### src/rtl/gal_row_reader.sv
// gal_row_reader: reads one GAL fuse row over the serial programming pins.
// A row address is shifted out on SDIN/SCLK and then strobed into the
// device with STB low. The row is then clocked back in from SDOUT and
// handed to the consumer as bytes over a valid/ready stream.
module gal_row_reader #(
    parameter int ROW_BITS   = 64,
    parameter int ADDR_BITS  = 6,
    parameter int DIV        = 4,
    parameter int STB_CYCLES = 8
) (
    input  logic                 C,
    input  logic                 RN,
    input  logic                 START,
    input  logic [ADDR_BITS-1:0] ADDR,
    output logic                 BUSY,
    output logic [7:0]           D,
    output logic                 DV,
    input  logic                 DR,
    output logic                 DL,
    output logic                 SDIN,
    output logic                 SCLK,
    output logic                 STB,
    output logic                 PV,
    input  logic                 SDOUT
);

    localparam int CNT_MAX = (DIV > STB_CYCLES) ? DIV : STB_CYCLES;
    localparam int CNT_W   = $clog2(CNT_MAX + 1);
    localparam int BIT_W   = $clog2(ROW_BITS + 1);
    localparam int AIDX_W  = $clog2(ADDR_BITS + 1);

    localparam logic [CNT_W-1:0]  CNT_ONE   = CNT_W'(1);
    localparam logic [CNT_W-1:0]  DIV_LAST  = CNT_W'(DIV - 1);
    localparam logic [CNT_W-1:0]  STB_LAST  = CNT_W'(STB_CYCLES - 1);
    localparam logic [BIT_W-1:0]  BIT_ONE   = BIT_W'(1);
    localparam logic [BIT_W-1:0]  ROW_LAST  = BIT_W'(ROW_BITS - 1);
    localparam logic [BIT_W-1:0]  ROW_DONE  = BIT_W'(ROW_BITS);
    localparam logic [AIDX_W-1:0] AIDX_ONE  = AIDX_W'(1);
    localparam logic [AIDX_W-1:0] ADDR_LAST = AIDX_W'(ADDR_BITS - 1);

    typedef enum logic [2:0] {
        S_IDLE,
        S_ADDR,
        S_STROBE,
        S_READ,
        S_HOLD
    } state_t;

    state_t               state_q, state_d;
    logic [CNT_W-1:0]     cnt_q, cnt_d;
    logic                 sclk_q, sclk_d;
    logic [ADDR_BITS-1:0] addrSh_q, addrSh_d;
    logic [AIDX_W-1:0]    aIdx_q, aIdx_d;
    logic [BIT_W-1:0]     bitIdx_q, bitIdx_d;
    logic [7:0]           acc_q, acc_d;
    logic [7:0]           data_q, data_d;
    logic                 dv_q, dv_d;
    logic                 dl_q, dl_d;

    logic                 phaseEnd;
    logic                 stbEnd;
    logic                 byteEnd;
    logic [2:0]           bitPos;

    assign phaseEnd = (cnt_q == DIV_LAST);
    assign stbEnd   = (cnt_q == STB_LAST);
    assign bitPos   = 3'(bitIdx_q);
    assign byteEnd  = (bitPos == 3'd7) || (bitIdx_q == ROW_LAST);

    // State and datapath registers; reset returns every pin to its idle level at once.
    always_ff @(posedge C or negedge RN) begin
        if (!RN) begin
            state_q  <= S_IDLE;
            cnt_q    <= '0;
            sclk_q   <= 1'b0;
            addrSh_q <= '0;
            aIdx_q   <= '0;
            bitIdx_q <= '0;
            acc_q    <= '0;
            data_q   <= '0;
            dv_q     <= 1'b0;
            dl_q     <= 1'b0;
        end else begin
            state_q  <= state_d;
            cnt_q    <= cnt_d;
            sclk_q   <= sclk_d;
            addrSh_q <= addrSh_d;
            aIdx_q   <= aIdx_d;
            bitIdx_q <= bitIdx_d;
            acc_q    <= acc_d;
            data_q   <= data_d;
            dv_q     <= dv_d;
            dl_q     <= dl_d;
        end
    end

    // Next-state logic: SCLK phases are counted in C cycles, and a byte is only
    // published once the high phase of its last bit has finished.
    always_comb begin
        state_d  = state_q;
        cnt_d    = cnt_q;
        sclk_d   = sclk_q;
        addrSh_d = addrSh_q;
        aIdx_d   = aIdx_q;
        bitIdx_d = bitIdx_q;
        acc_d    = acc_q;
        data_d   = data_q;
        dv_d     = dv_q;
        dl_d     = dl_q;
        unique case (state_q)
            S_IDLE: begin
                if (START) begin
                    state_d  = S_ADDR;
                    addrSh_d = ADDR;
                    aIdx_d   = '0;
                    cnt_d    = '0;
                    sclk_d   = 1'b0;
                end
            end
            S_ADDR: begin
                if (phaseEnd) begin
                    cnt_d = '0;
                    if (!sclk_q) begin
                        sclk_d = 1'b1;
                    end else begin
                        sclk_d = 1'b0;
                        if (aIdx_q == ADDR_LAST) begin
                            state_d = S_STROBE;
                        end else begin
                            aIdx_d   = aIdx_q + AIDX_ONE;
                            addrSh_d = addrSh_q >> 1;
                        end
                    end
                end else begin
                    cnt_d = cnt_q + CNT_ONE;
                end
            end
            S_STROBE: begin
                if (stbEnd) begin
                    cnt_d    = '0;
                    bitIdx_d = '0;
                    acc_d    = '0;
                    state_d  = S_READ;
                end else begin
                    cnt_d = cnt_q + CNT_ONE;
                end
            end
            S_READ: begin
                if (phaseEnd) begin
                    cnt_d = '0;
                    if (!sclk_q) begin
                        sclk_d        = 1'b1;
                        acc_d[bitPos] = SDOUT;
                    end else begin
                        sclk_d   = 1'b0;
                        bitIdx_d = bitIdx_q + BIT_ONE;
                        if (byteEnd) begin
                            data_d  = acc_q;
                            dv_d    = 1'b1;
                            dl_d    = (bitIdx_q == ROW_LAST);
                            acc_d   = '0;
                            state_d = S_HOLD;
                        end
                    end
                end else begin
                    cnt_d = cnt_q + CNT_ONE;
                end
            end
            S_HOLD: begin
                if (dv_q) begin
                    if (DR) begin
                        dv_d = 1'b0;
                        dl_d = 1'b0;
                    end
                end else begin
                    state_d = (bitIdx_q == ROW_DONE) ? S_IDLE : S_READ;
                end
            end
            default: begin
                state_d = S_IDLE;
            end
        endcase
    end

    // Pin drive: SDIN only carries address bits, STB is low only while strobing.
    always_comb begin
        BUSY = (state_q != S_IDLE);
        SDIN = (state_q == S_ADDR) ? addrSh_q[0] : 1'b0;
        SCLK = sclk_q;
        STB  = (state_q != S_STROBE);
        PV   = 1'b0;
        D    = data_q;
        DV   = dv_q;
        DL   = dl_q;
    end

endmodule

### config.mk
export PLATFORM = sky130hd
export DESIGN_NAME = gal_row_reader
export DESIGN_NICKNAME = d
export VERILOG_FILES = /design/src/rtl/gal_row_reader.sv
export SDC_FILE = /design/constraint.sdc
export NUM_CORES = 1
export LEC_CHECK = 0
export CORE_UTILIZATION = 50
export CTS_CLUSTER_SIZE = 8
export DETAILED_ROUTE_END_ITERATION = 12
export PLACE_DENSITY = 0.81
export SYNTH_ARGS = -nofsm -noshare
export SYNTH_HDL_FRONTEND = slang
export SYNTH_SLANG_ARGS = --single-unit
export TNS_END_PERCENT = 20
### constraint.sdc
create_clock -name C -period 2.15 [get_ports C]
set_clock_uncertainty 0.2 [all_clocks]
set_input_delay 0.43 -clock C [delete_from_list [all_inputs] [get_ports C]]
set_output_delay 0.43 -clock C [all_outputs]
set_load 0.005 [all_outputs]
=== Word-level counts from Yosys, hierarchy flattened ===
Index checks and enable logic that the tools add are counted.

* Word-level logic and storage cells: 113
* Bits of input ports: 11
* Output and inout port bits: 15
* Register bits after elaboration: 42

* Muxes and demuxes: 54
* Magnitude comparators: 2
* Equal/unequal tests: 25
* Add/subtract/negate cells: 3
* Reductions and logical operators: 19

{| class="wikitable"
|+ Operators by type and width
! operator !! count
|-
| $mux 3 || 13
|-
| $mux 8 || 4
|-
| $mux 6 || 4
|-
| $ne 2x2->1 const B || 12
|-
| $mux 7 || 3
|-
| $pmux 8 s2 || 1
|-
| $reduce_and 4->1 || 4
|-
| $mux 1 || 15
|-
| $pmux 3 s5 || 1
|-
| $pmux 7 s2 || 1
|-
| $mux 4 || 3
|-
| $pmux 4 s3 || 1
|-
| $pmux 6 s2 || 1
|-
| $eq 3x3->1 const B || 3
|-
| $reduce_and 9->1 || 1
|-
| $bwmux 8 || 1
|-
| $reduce_bool 2->1 || 4
|-
| $add 7x1->7 const B || 1
|-
| $eq 7x6->1 const B || 1
|-
| $eq 7x7->1 const B || 1
|-
| $eq 3x2->1 const B || 2
|-
| $pmux 1 s2 || 3
|-
| $pmux 3 s2 || 1
|-
| $reduce_and 6->1 || 1
|-
| 20 further kinds || 21
|}

=== Logic depth before layout (Yosys ltp) ===
Gate-level depths: netlist of the first run.

* Depth in word-level cells: 8
* Gate-level depth with buffers: 7

=== Worst setup path before layout of the first run ===
No wires, ideal clock.

* Kind: flip-flop to flip-flop
* Start: register bitIdx_q[0]
* End: register acc_q[6]
* Path buffers: 0
* Arrival time: 1.620 ns
* Data required time: 1.840 ns
* Setup slack: 0.220 ns
* Stages on the path, launching flop included: 6
* Library setup time: 0.110 ns
* Cell sequence: dfrtp_1 -> ha_1 -> ha_1 -> o311ai_1 -> o21ai_0 -> o41ai_1

* Word-level cells in the longest chain between the ends: 8
* Elaborated cells between the ends (all ways): 14
* Classes of those cells: 2 x order compare; 3 x eq/ne; 6 x mux; 3 x reduce/logical

{| class="wikitable"
|+ RTL lines
! what !! RTL line !! text
|-
| start, declared || 54 || <nowiki>logic [BIT_W-1:0] bitIdx_q, bitIdx_d;</nowiki>
|-
| start signal, assigned || 89 || <nowiki>bitIdx_q <= bitIdx_d;</nowiki>
|-
| $lt 3x4->1 (not written as such) or $ge 3x1->1 (tied branches) || 153 || <nowiki>acc_d[bitPos] = SDOUT;</nowiki>
|-
| $logic_and 1x1->1 (not written as such) || 153 ||
|-
| $mux 1 (not written as such) || 153 ||
|-
| $demux 1 s3 || 153 ||
|-
| $bwmux 8 || 153 ||
|-
| $mux 8 || 151 || <nowiki>if (!sclk_q) begin</nowiki>
|-
| $mux 8 || 149 || <nowiki>if (phaseEnd) begin</nowiki>
|-
| $pmux 8 s2 || 110 || <nowiki>unique case (state_q)</nowiki>
|-
| end signal, assigned || 79 || <nowiki>acc_q <= '0;</nowiki>
|-
| end signal, assigned || 90 || <nowiki>acc_q <= acc_d;</nowiki>
|-
| end, declared || 55 || <nowiki>logic [7:0] acc_q, acc_d;</nowiki>
|}

Parallel ways exist; a longest one is shown, timed or not. The select of a mux whose other input is x is not followed.
A chain may end at the register's enable or synchronous reset.

=== Worst setup path in the final report of the first run ===
* Start: register state_q[1]
* End: register state_q[1]

* Word-level cells in the longest chain between the ends: 3
* Elaborated cells between the ends (all ways): 16
* Classes of those cells: 13 x eq/ne; 1 x mux; 2 x reduce/logical

{| class="wikitable"
|+ RTL lines
! what !! RTL line !! text
|-
| start, declared || 49 || <nowiki>state_t state_q, state_d;</nowiki>
|-
| start signal, assigned || 84 || <nowiki>state_q <= state_d;</nowiki>
|-
| $eq 3x1->1, or another cell as far along || 110 ||
|-
| $ne 2x2->1 (no source line) || n/a ||
|-
| $reduce_and 9->1 (no source line) || n/a ||
|}

Parallel ways exist; a longest one is shown, timed or not.

==> results_dict.tcl, run 1 <==
set metrics [dict create \
    status "complete, no violations" \
    placedCellCount 315 \
    drive_gt1_frac 0.185 \
    finalSetupViolations 0 \
    portBuffers 24 \
    vdd_drop_max_mv 0.467 \
    dpl-instance-area_um2 2620 \
    r2r.worst_path.cells 7 \
    antenna_found_initial 0 \
    final-max-slew-violation-count 0 \
    grt_pass1_vias 1733 \
    synth-seq-cells 42 \
    synth_area_leaders "dfrtp_1 46%, nand2_1 4.6%, mux2_2 4.5%" \
    fin_crit_sh 0.972 \
    cp_num_buf_inv 2 \
    cp_cell_sequence "buf_6 -> buf_4 -> or3b_1 -> o32a_1 -> o21a_1 -> and4b_1 -> o22ai_1" \
    layoutNonFillerInstCount 327 \
    rsz0062_at_grt "false" \
    critPathLaunchType "register" \
    syn_inst 234 \
    leakage_nw 1.33 \
    max-cap-violations 0 \
    ys_types 52 \
    grt-ovfl-total 0 \
    synth-seq-area-share 0.464 \
    wl_um 4860 \
    p_total_mw 1.48 \
    ant_nets 0 \
    cts-htree-levels 2 \
    power_density_nw_per_um2 529 \
    synth_top_area_frac 0.464 \
    cp_slowest_cell "dfrtp_1" \
    cts.clk_slew.worst_paths_ns 0.09 \
    grt_start_max_net_pins 20 \
    cp_slowest_stage_delay_ns 0.42 \
    min_delay_path_depth 2 \
    hold_class "register to register" \
    dp_hpwl_um 3400 \
    synth_area_um2 2260 \
    critPathArrivalTime_ns 2.11 \
    vias 1886 \
    crit_path_max_fanout 9 \
    die_height_um 69.3 \
    grt_usage 0.213 \
    crit_type "register to register" \
    clockRootBuffer "clkbuf_8" \
    yosys-top-cells-count "42 x dfrtp_1, 28 x nand2_1, 19 x o21ai_0" \
    final_util 0.643 \
    path_depth 7 \
    area_growth_pct 23.5 \
    hold_viol_final 0 \
    globalplace.congestion 0.886 \
    synth_edf_count 0 \
    drc 0 \
    min_period_ns 2.09 \
    fp.coreArea_um2 4350 \
    cts_buffer_depth 2 \
    viasPerCell 5.77 \
    syn_nets 251 \
    synth_top_cell_by_area "dfrtp_1" \
    post-synth-top-count-cell "dfrtp_1" \
    chipWidth_um 69.3 \
    firstDrtPassIters 4 \
    dieArea_um2 4800 \
    grt_first_pass_wirelength_um 8080 \
    drtIter0Drc 106 \
    fmax_mhz 479 \
    cp_top_family "simple AND/OR/NAND/NOR gates" \
    ioPinCount 26 \
    cts_sinks 42 \
    routedWlPerCell_um 14.8 \
    synth_ff_type "dfrtp_1" \
    diodes 0 \
    start_util 0.520 \
    layout.nets 291 \
    avgSynthCellArea_um2 9.68 \
    crit_path_end_kind "register" \
    worst_skew_pair.late_latency_ns 0.30 \
    numCtsBuffers 5 \
    ys_warn_count 0 \
    ys_async_sr_fraction 1.00 \
    cp.required_ns 2.17 \
    rows 24 \
    cts_tree "yes" \
    stdcell_area_um2 2800 \
]
-- placed cells by master (no fill, tap or decap), types with 2 or more instances in the layout --
cell type and n:
dfrtp_1 42, nand2_1 27, clkdlybuf4s50_1 20, o21ai_0 19
buf_4 17, nor2_1 14, mux2_2 9, inv_1 8
nand3_1 8, a21oi_1 8, a31oi_1 7, mux2i_1 6
ha_1 6, xnor2_1 5, clkbuf_8 5, nor3_2 4
nand2b_1 4, nand3b_1 4, o21ai_1 4, o31ai_1 4
buf_6 3, nor2_2 2, nor2_4 2, nand4_1 2
nor3_1 2, a21o_1 2, nor2b_1 2, a32o_1 2
nor4_1 2, o21a_1 2, o22ai_1 2, dlymetal6s2s_1 2
-- worst reg2reg max path, cell delays in order, from the launching register on --
cell and delay [ns]:
dfrtp_1 0.42, buf_6 0.15, buf_4 0.16, or3b_1 0.42
o32a_1 0.20, o21a_1 0.14, and4b_1 0.18, o22ai_1 0.16
-- routing by layer --
metal / global-route usage / vias to the layer above / part of all wire
met5: 0 / - / 0
met4: 0.0703 / 0 / 0.019
met3: 0.0436 / 9 / 0.035
met2: 0.345 / 48 / 0.48
met1: 0.287 / 911 / 0.47
li1: - / 918 / -
-- repair_timing --
item | CTS | global route
hold endpoints to repair | 17 | 0
gates resized for setup | 7 | 5
hold buffers | 1 | 0
setup endpoints to repair | 3 | 2
cloned | 0 | 0
buffers inserted | 3 | 0
pin swaps | 1 | 3
-- layout make-up --
| type | instances | area, um2 |
|---|---|---|
| Clock buffer | 6 | 72.6 |
| Clock inverter | 2 | 37.5 |
| Fill cell | 351 | 1560 |
| Inverter | 9 | 33.8 |
| Multi-Input combinational cell | 171 | 1130 |
| Sequential cell | 42 | 1050 |
| Tap cell | 52 | 65.1 |
| Timing Repair Buffer | 45 | 410 |
-- power breakdown --
part,leakage (nW),total (mW),internal (mW),switching (mW)
clock,0.0514,0.637,0.347,0.291
combinational,0.741,0.0470,0.0229,0.0241
sequential,0.540,0.796,0.794,0.00226
-- flip-flops by register name (all words and copies together) (netlist names) --
signal    count
state_q       3
bitIdx_q      7
DL            1
aIdx_q        3
DV            1
cnt_q         4
acc_q         8
addrSh_q      6
SCLK          1
D             8
-- path summary, 6_finish.rpt --
kind,from,slack [ns],end
min,addrSh_q[0]$_DFFE_PN0P_,0.28,addrSh_q[0]$_DFFE_PN0P_
min in group asynchronous,RN,0.40,bitIdx_q[1]$_DFFE_PN0P_
min reg2reg,addrSh_q[0]$_DFFE_PN0P_,0.28,addrSh_q[0]$_DFFE_PN0P_
max,state_q[1]$_DFFE_PN0P_,0.06,state_q[1]$_DFFE_PN0P_
max reg2reg,state_q[1]$_DFFE_PN0P_,0.06,state_q[1]$_DFFE_PN0P_
max in group asynchronous,RN,0.77,D[4]$_DFFE_PN0P_
-- per-stage QoR --
stage               setup WS [ns]  hold WS [ns]  setup TNS, ns
global placement           0.0770         0.199              0
CTS                       -0.0440         0.282        -0.0798
finish                     0.0613         0.284              0
floorplan                   0.220       -0.0656              0
detailed placement         0.0391         0.199              0
global route               0.0119         0.314              0
-- logic make-up after synthesis --
group | after synthesis | share of synthesized area
AND/OR/NAND/NOR | 83 | 0.192
multiplexers | 15 | 0.0713
flip-flops | 42 | 0.464
other | 1 | 0.00166
AO/OA/AOI/OAI | 61 | 0.172
XOR/XNOR | 5 | 0.0193
buffers and inverters | 21 | 0.0459
adder cells (fa/ha/maj) | 6 | 0.0331
Power figures use the tool's default switching activity.
==> run 2: changes to the inputs <==
Settings changed: GPL_ROUTABILITY_DRIVEN set to 0.
==> results of run 2 <==
The final DEF is identical to that of run 1; final timing and power are the same.
==> run 3: changes to the inputs <==
Settings changed: CAP_MARGIN set to 20, CORE_MARGIN set to 3.
==> run 3 against run 2 <==
Against the previous run:
- the run now ends with setup timing left
- total power is 0.41% lower
- sequential power hardly changed
- register-to-register slack better by 0.05 ns
- global-route usage down 1.8 points
- final area about the same
- core utilization rose by 2.7 points
- die area rose by 12%
- critical path depth fell by 3
- non-clock buffer count is 1 lower
- combinational power about the same
- routed wire length is 0.76% lower
- critical endpoint is now STB
- highest routed layer unchanged
==> results_dict.tcl, run 3 (same netlist as run 1, synthesis figures left out) <==
set metrics [dict create \
    hold_class "register to register" \
    start_util 0.543 \
    cp_slowest_stage_delay_ns 0.45 \
    crit-reg2reg-launch "cnt_q[0]$_DFFE_PN0P_" \
    finalSetupViolations 1 \
    critPathLaunchType "register" \
    relSlewSlack 0.532 \
    n_fill_cell 330 \
    rrSetupSlack_ns 0.11 \
    power_density_nw_per_um2 527 \
    critPathArrivalTime_ns 1.54 \
    cts-htree-levels 2 \
    leakage_nw 1.31 \
    dieArea_um2 5370 \
    rsz0062_at_grt "true" \
    fmax_mhz 460 \
    min_delay_path_depth 2 \
    numCtsBuffers 5 \
    dpl-instance-area_um2 2610 \
    stdcell_area_um2 2800 \
    cp_cell_sequence "buf_6 -> nor2_4 -> nand2_1 -> clkdlybuf4s50_1" \
    final_common_cell "dfrtp_1" \
    hold_end "addrSh_q[0]$_DFFE_PN0P_" \
    r2r.worst_path.cells 5 \
    ant_nets 0 \
    cts_buffer_depth 2 \
    min_period_ns 2.17 \
    area_growth_pct 23.4 \
    failed_checks "setup timing" \
    grt_first_pass_wirelength_um 8180 \
    firstDrtPassIters 4 \
    portBuffers 24 \
    cp_top_family "buffers and inverters" \
    worst_slack_ns -0.0224 \
    viasPerCell 5.69 \
    cp_slowest_cell "clkdlybuf4s50_1" \
    ioPinCount 26 \
    max-cap-violations 0 \
    drc 0 \
    cts_sinks 42 \
    p_total_mw 1.47 \
    placedCellCount 311 \
    routedWlPerCell_um 14.9 \
    crit_path_max_fanout 16 \
    crit_type "register to output pin" \
    cp.required_ns 1.52 \
    wl_um 4820 \
    min_from "addrSh_q[0]$_DFFE_PN0P_" \
    grt-ovfl-total 0 \
    fp.coreArea_um2 4170 \
    grt_pass1_vias 1776 \
    layoutNonFillerInstCount 324 \
    dp_hpwl_um 3380 \
    final-max-slew-violation-count 0 \
    cts.clk_slew.worst_paths_ns 0.09 \
    fin_hold_ws_ns 0.278 \
    layout.nets 290 \
    grt_usage 0.195 \
    chipWidth_um 73.3 \
    grt_start_max_net_pins 32 \
    hold_viol_final 0 \
    regArea_um2 1050 \
    mostFrequentLayoutCells "41 x dfrtp_1, 28 x nand2_1, 21 x clkdlybuf4s50_1" \
    drive_gt1_frac 0.186 \
    clockRootBuffer "clkbuf_8" \
    rows 23 \
    antenna_found_initial 0 \
    crit_path_end_kind "output pin" \
    diodes 0 \
    cp_num_buf_inv 2 \
    multi_input_area_um2 1140 \
    worstMarginPinSlew_ns 0.702 \
    vdd_drop_max_mv 0.350 \
    cts_tree "yes" \
    die_height_um 73.3 \
    status "finished with violations" \
    vias 1844 \
    timing.rr.end "D[1]$_DFFE_PN0P_" \
    fin_crit_sh 1.01 \
    worst_skew_pair.late_latency_ns 0.30 \
    drtIter0Drc 128 \
]
[run 3: what timing repair did]
| item | in CTS | in global routing |
|---|---|---|
| hold buffers | 1 | 0 |
| pin swaps | 1 | 1 |
| hold endpoints to repair | 25 | 0 |
| gates resized for setup | 10 | 2 |
| buffers inserted | 0 | 4 |
| endpoints found under the setup margin | 8 | 3 |
[run 3: layout make-up]
type,count,share of cell area
clock inverter,2,0.0134
clock buffer,6,0.0260
inverter,9,0.0121
timing repair buffer,44,0.141
sequential,42,0.376
tap,50,0.0224
multi-input combinational,171,0.409
[run 3: worst min-delay path: cells and delay by family, from the launching register on]
family,cells,cell delay (ns)
simple gates,1,0.04
flops,1,0.34
compound gates,1,0.06
[run 3: how the worst max path moves through the flow]
stage / start / endpoint / slack [ns] / cells past startpoint
after floorplan: bitIdx_q[0]$_DFFE_PN0P_ / acc_q[6]$_DFFE_PN0P_ / 0.22 / 5
after global placement: START / state_q[1]$_DFFE_PN0P_ / -0.003 / 6
after detailed placement: bitIdx_q[0]$_DFFE_PN0P_ / acc_q[1]$_DFFE_PN0P_ / -0.05 / 5
after CTS: state_q[1]$_DFFE_PN0P_ / BUSY / -0.07 / 4
after global routing: state_q[2]$_DFFE_PN0P_ / STB / -0.08 / 4
final: state_q[2]$_DFFE_PN0P_ / STB / -0.02 / 4
[run 3: metrics by stage]
stage,util,setup TNS (ns),setup WS (ns)
after global placement,0.624,-0.00300,-0.00300
after global routing,0.670,-0.0910,-0.0805
final,0.670,-0.0224,-0.0224
after detailed placement,0.624,-0.0894,-0.0520
after floorplan,-,0,0.220
after CTS,0.662,-0.128,-0.0669
[run 3: per-layer routing]
metal  track usage  wire [um]
met5             0          0
met3        0.0492        240
met2         0.299       2300
met1         0.269       2210
met4        0.0704         65
[run 3: report_power, final]
part           internal (mW)  switching, mW
clock                  0.347          0.285
combinational         0.0228         0.0241
sequential             0.794        0.00211
total                   1.16          0.311
